$ cat config.mk
export PLATFORM = sky130hd
export DESIGN_NAME = trivium_stream
export DESIGN_NICKNAME = d
export VERILOG_FILES = /design/src/rtl/trivium_stream.sv
export SDC_FILE = /design/constraint.sdc
export NUM_CORES = 1
export LEC_CHECK = 0
export BUFFER_PORTS_ARGS = -buffer_cell sky130_fd_sc_hd__buf_2
export CAP_MARGIN = 20
export CORE_AREA = 2 2 185 187
export CTS_BUF_LIST = sky130_fd_sc_hd__clkbuf_8
export CTS_CLUSTER_SIZE = 24
export DETAILED_ROUTE_END_ITERATION = 7
export DIE_AREA = 0 0 187 189
export SKIP_LAST_GASP = 1
export SYNTH_ARGS = -nofsm -noshare
export SYNTH_HDL_FRONTEND = slang
export SYNTH_SLANG_ARGS = --single-unit
$ cat constraint.sdc
create_clock -name clk -period 2.32 [get_ports clk]
set_input_delay 0.464 -clock clk [delete_from_list [all_inputs] [get_ports clk]]
set_output_delay 0.464 -clock clk [all_outputs]
set_load 0.02 [all_outputs]
$ cat src/rtl/trivium_stream.sv
// trivium_stream: Trivium keystream generator, OUT_W rounds per clock.
// Latency: init_start -> INIT_ROUNDS/OUT_W busy cycles, then one word per cycle.
// Backpressure: ks_ready low holds state and keystream; no words lost.
//
// Ports: clk, rst (sync active-high), init_start (latch key/iv, begin init),
//   key[79:0], iv[79:0], busy (in INIT), ks_valid/ks_ready handshake,
//   keystream[OUT_W-1:0] (bit 0 = earliest round).
// Optional macro TRIVIUM_STREAM_XOR_EN adds din/dout: dout = din ^ keystream
//   while ks_valid, otherwise 0.
module trivium_stream #(
  parameter int OUT_W       = 8,
  parameter int INIT_ROUNDS = 1152
) (
  input  logic             clk,
  input  logic             rst,
  input  logic             init_start,
  input  logic [79:0]      key,
  input  logic [79:0]      iv,
  output logic             busy,
  output logic             ks_valid,
  input  logic             ks_ready,
`ifdef TRIVIUM_STREAM_XOR_EN
  input  logic [OUT_W-1:0] din,
  output logic [OUT_W-1:0] dout,
`endif
  output logic [OUT_W-1:0] keystream
);

  localparam int INIT_CYC = INIT_ROUNDS / OUT_W;
  localparam int CW       = (INIT_CYC > 1) ? $clog2(INIT_CYC) : 1;
  localparam logic [CW-1:0] LAST_CNT = CW'(INIT_CYC - 1);

  typedef enum logic [1:0] {IDLE, INIT, RUN} state_t;

  state_t        state, state_nxt;
  logic [CW-1:0] cnt, cnt_nxt;
  // st[n-1] holds Trivium state bit s_n.
  logic [287:0]  st, st_nxt;

  // Returns {z, next_state} for one round.
  function automatic logic [288:0] trivium_round(input logic [287:0] s);
    logic t1, t2, t3, z;
    t1 = s[65]  ^ s[92];
    t2 = s[161] ^ s[176];
    t3 = s[242] ^ s[287];
    z  = t1 ^ t2 ^ t3;
    t1 = t1 ^ (s[90]  & s[91])  ^ s[170];
    t2 = t2 ^ (s[174] & s[175]) ^ s[263];
    t3 = t3 ^ (s[285] & s[286]) ^ s[68];
    return {z, s[286:177], t2, s[175:93], t1, s[91:0], t3};
  endfunction

  // OUT_W rounds chained combinationally; stage[OUT_W] is the advanced state.
  logic [OUT_W:0][287:0] stage;
  logic [OUT_W-1:0]      z_bits;

  assign stage[0] = st;
  for (genvar g = 0; g < OUT_W; g++) begin : g_round
    assign {z_bits[g], stage[g+1]} = trivium_round(stage[g]);
  end

  logic [287:0] load_val;
  assign load_val = {3'b111, 112'b0, iv, 13'b0, key};

  always_ff @(posedge clk) begin
    if (rst) begin
      state <= IDLE;
      cnt   <= '0;
      st    <= '0;
    end else begin
      state <= state_nxt;
      cnt   <= cnt_nxt;
      st    <= st_nxt;
    end
  end

  always_comb begin
    state_nxt = state;
    cnt_nxt   = cnt;
    st_nxt    = st;
    busy      = 1'b0;
    ks_valid  = 1'b0;
    case (state)
      IDLE: ;
      INIT: begin
        busy   = 1'b1;
        st_nxt = stage[OUT_W];
        if (cnt == LAST_CNT) begin
          state_nxt = RUN;
          cnt_nxt   = '0;
        end else begin
          cnt_nxt = cnt + CW'(1);
        end
      end
      RUN: begin
        ks_valid = 1'b1;
        if (ks_ready) st_nxt = stage[OUT_W];
      end
      default: state_nxt = IDLE;
    endcase
    // A new init_start overrides everything; in RUN the word currently shown
    // counts as consumed if ks_ready is high, the state is simply reloaded.
    if (init_start) begin
      st_nxt    = load_val;
      cnt_nxt   = '0;
      state_nxt = INIT;
    end
  end

  assign keystream = ks_valid ? z_bits : '0;

`ifdef TRIVIUM_STREAM_XOR_EN
  assign dout = ks_valid ? (din ^ z_bits) : '0;
`endif

endmodule

==> Word-level counts from Yosys, hierarchy flattened <==
Index checks and enable logic that the tools add are counted.
{ "op_classes": {"add_sub_neg": 1, "eq_ne": 8, "n_reduce_logical": 9, "bitwise": 113, "mux": 10} }
{ "ops": {"columns": ["operator", "count"], "rows": [
  ["$mux 288", 2],
  ["$pmux 288 s2", 1],
  ["$xor 1x1->1", 88],
  ["$and 1x1->1", 24],
  ["$mux 8", 2],
  ["$add 8x1->8 const B", 1],
  ["$eq 8x8->1 const B", 1],
  ["$reduce_and 2->1", 4],
  ["$ne 3x3->1 const B", 2],
  ["$ne 2x2->1 const B", 2],
  ["$pmux 2 s2", 1],
  ["$reduce_or 2->1", 2],
  ["$mux 1", 3],
  ["$reduce_bool 3->1", 1],
  ["$eq 2x1->1 const B", 1],
  ["$eq 2x2->1 const B", 1],
  ["$logic_not 2->1", 1],
  ["$mux 2", 1],
  ["$ne 2x1->1 const B", 1],
  ["$reduce_bool 2->1", 1],
  ["$not 1->1", 1]
]} }
{ "word_totals": {"inputBits": 164, "wordCells": 146, "reg_bits": 298, "out_inout_bits": 10} }

==> Logic depth before layout (Yosys ltp) <==
{ "logic_depth": {"depth_word": 6, "mapped_depth": 9, "ltp_nobuf": 5} }

==> Worst setup path before layout <==
No wires, ideal clock.
{ "synth_path": {"path_kind": "input to register", "start": "input init_start", "end": "register st[76]", "arrival_ns": 1.489, "cell_stages": 6, "required_time_ns": 2.171, "path_buffers": 4, "setup_time_ns": 0.149, "slack_ns": 0.683, "cell_sequence": "buf_2 > inv_1 > buf_2 > buf_2 > buf_1 > a311oi_2"} }
{ "synth_via": {"elab_chain_cells": 2, "word_cells_on_any_way": 4, "classes_between": "eq/ne (1); mux (1); reduce/logical (2)"} }
{ "synth_rtl": {"columns": ["item", "line_no", "source"], "rows": [
  ["start: declaration", "16", "input logic init_start,"],
  ["$ne 3x3->1 (no source line) / $reduce_bool 3->1 (equally long branches)", null, null],
  ["$reduce_and 2->1 (no source line)", null, null],
  ["end signal: assignment", "73", "st <= st_nxt;"],
  ["end: declaration", "38", "logic [287:0] st, st_nxt;"]
]} }
Parallel ways exist; a longest one is shown, timed or not.
A chain may end at the register's enable or synchronous reset.

==> Worst setup path after layout <==
{ "layout_path": {"start": "register st[241]", "end": "output keystream[1]"} }
{ "layout_via": {"elab_chain_cells": 3} }
{ "layout_rtl": {"columns": ["item", "line_no", "source"], "rows": [
  ["$xor 1x1->1", "45", "t3 = s[242] ^ s[287];"],
  ["$xor 1x1->1", "46", "z = t1 ^ t2 ^ t3;"],
  ["$mux 8", "110", "assign keystream = ks_valid ? z_bits : '0;"],
  ["end: declaration", "26", "output logic [OUT_W-1:0] keystream"]
]} }
No other way between the ends.

==> impl_metrics.tcl <==
set metrics [dict create \
    cts_tree "done" \
    ant_nets 0 \
    r2r.worst_path.cells 6 \
    crit_top_cell "xnor2_2" \
    die_y_um 189 \
    fin_ws_ps 36.0 \
    clk_pin_slew_ps 60 \
    overflow 0 \
    io_buffer_count 173 \
    nFillCells 3305 \
    die_area_mm2 0.0353 \
    ios 174 \
    crit_chain "xnor2_2 > xnor2_2 > xnor2_1 > nor2_2 > buf_6" \
    worstReg2RegEnd "st[171]" \
    cts_buffers 52 \
    crit_start "st[241]" \
    die_w_um 187 \
    hold_violations 0 \
    cp_num_cells 5 \
    powerDensity_mw_per_mm2 752 \
    syn_area_mm2 0.0131 \
    criticalPathCategory "flop to output pin" \
    final_common_cell "nand2_1" \
    antenna_found_initial 1 \
    cp-end-kind "output pin" \
    holdWs_ps 108 \
    start_util_pct 39.4 \
    hold_buffers 0 \
    grt_pass1_vias 11000 \
    fin_crit_sh_pct 98.4 \
    synth_edf_count 0 \
    maxCapViolCount 0 \
    async_flop_share_pct 0 \
    first_pass_iters 5 \
    clockBufferDepth 3 \
    critPathTopFamily "XOR/XNOR gates" \
    worst_slew_pin_slew_ps 717 \
    timing.slew.headroom_pct 52.2 \
    syn_nets 1768 \
    cp.buffers_inverters 1 \
    postLayoutCoreUtil_pct 47.5 \
    syn_to_final_growth_pct 20.5 \
    wl_per_cell_um 16.4 \
    ys.flop_type "dfxtp_1" \
    slowest_delay_ps 340 \
    crit_path_end "keystream[1]" \
    hp-class "input pin to flop" \
    synth-seq-cells 298 \
    arrival_ps 1820 \
    layout-drive-gt1-share_pct 24.0 \
    via_per_inst 5.19 \
    nets 1909 \
    setup_viol 0 \
    final.min_clock_period_ps 2280 \
    cts.sink_count 298 \
    clock_latency_ps 580 \
    cp.required_ps 1860 \
    yosysSeqAreaShare_pct 45.5 \
    ir_drop_uv 450 \
    grt_max_degree 128 \
    std_cell_rows 67 \
    avgSynthCellArea_um2 8.18 \
    max_freq_ghz 0.438 \
    post-dp-hpwl_um 24100 \
    rrSetupSlack_ps 360 \
    skew_ps 13.6 \
    total_leakage_power_uw 0.00557 \
    root_buffer "clkbuf_8" \
    worstPathMaxFanout 3 \
    drcViolationCount 0 \
    startpoint_type "flop" \
    routed_wl_um 36700 \
    final_cell_mix "577 x nand2_1, 275 x dfxtp_1, 165 x buf_2" \
    slowest_stage "dfxtp_2" \
    ys_warn_count 0 \
    r2r_start "state[0]" \
    drtIter0Drc 925 \
    core-area_mm2 0.0333 \
    grt_usage_pct 20.1 \
    yosysUniqueCellTypes 39 \
    grt_setup_unrepaired "yes" \
    pre_cts_ws_ps 397 \
    vias 11600 \
    htreeDepth 2 \
    gp_congestion 0.898 \
    drv_slew 0 \
    grt_pass1_wl_um 58200 \
    syn-instance-count 1603 \
    outcome "finished, final reports clean" \
]
-- through the flow --
stage          cells  power (µW)  area, µm²  setup TNS [ps]
3_3_place_gp    2126        6940      14300               0
6_report        2234       11900      15800               0
3_5_place_dp    2126        6940      14300               0
5_1_grt         2234       12400      15800           -80.9
2_1_floorplan   1603        6500      13100               0
4_1_cts         2223       11900      15500           -36.9
-- kinds of logic (layout without fill, tap and decap cells) --
logic type / count (synthesis) / count (layout) / share of synthesized area (%)
AOI/OAI and AO/OA: 308 / 308 / 19.5
xor gates and xnor gates: 91 / 91 / 6.07
adders and majority gates: 1 / 1 / 0.0954
buffers and inverters: 137 / 319 / 6.20
DFF: 298 / 298 / 45.5
muxes: 1 / 1 / 0.0763
other: 0 / 1 / 0
and+or+nand+nor: 767 / 767 / 22.6
-- power by group --
part           internal (µW)  total (µW)  switching (µW)
registers               5350        5520             172
clock network           2740        4930            2190
logic                    592        1440             845
-- worst register-to-register path, cell delays in order, from the launching register on --
cell      delay (ps)
dfxtp_1          340
or2b_4           310
clkinv_2         110
a21o_4           310
buf_4            320
nand2_1          100
a311oi_1         350
-- metal layers --
layer  part of all wire (%)  GRT usage (%)  wire, µm
met5                      0              0         0
met1                     47           28.3     17300
met3                    5.3           3.34      1960
met2                     45           31.3     16700
met4                    2.2           6.72       816
-- synth_stat cells (2+ instances only) --
cell type	number	share of area, %
a311oi_2	64	7.3
a31oi_1	4	0.19
o221ai_1	16	1.1
clkbuf_1	56	1.6
nor2_1	159	4.5
nand2b_1	2	0.095
nand3_1	2	0.076
dfxtp_1	298	45
xnor2_1	65	4.3
buf_4	10	0.57
nand2_1	578	17
or2_2	2	0.095
nand4_1	17	0.81
xor2_1	26	1.7
buf_2	37	1.4
a311oi_1	80	5.3
o21ai_0	9	0.34
buf_6	27	2.3
buf_1	2	0.057
a21oi_1	130	5.0
-- how the worst min path moves through the flow --
stage / slack [ps] / startpoint / cells after the start / to
after floorplan: 430 / st[185] / 2 / st[185]
after global placement: 440 / st[272] / 2 / st[272]
after detailed placement: 440 / st[227] / 2 / st[227]
after CTS: 60 / rst / 2 / st[286]
after global routing: 80 / rst / 2 / st[286]
final: 110 / rst / 2 / st[286]
-- area by class of cell --
cell class / instances / area, µm² / share of cell area (%)
Antenna cell: 1 / 2.50 / 0.0158
Clock buffer: 72 / 991 / 6.27
Clock inverter: 23 / 98.8 / 0.625
Inverter: 4 / 23.8 / 0.150
Multi-Input combinational cell: 1168 / 6650 / 42.1
Sequential cell: 298 / 6000 / 38.0
Tap cell: 448 / 561 / 3.55
Timing Repair Buffer: 220 / 1480 / 9.35
-- repair_timing --
item | in CTS | in global routing
resized for setup | 38 | 42
setup endpoints to repair | 8 | 8
pin swaps | 10 | 24
endpoints found under the hold margin | 0 | 0
buffers inserted | 2 | 10
-- sequential cells by signal, summed over array words and instances (netlist names) --
signal  flops
cnt         8
state       2
st        288
Note: power is estimated with default switching activity, not from simulation.
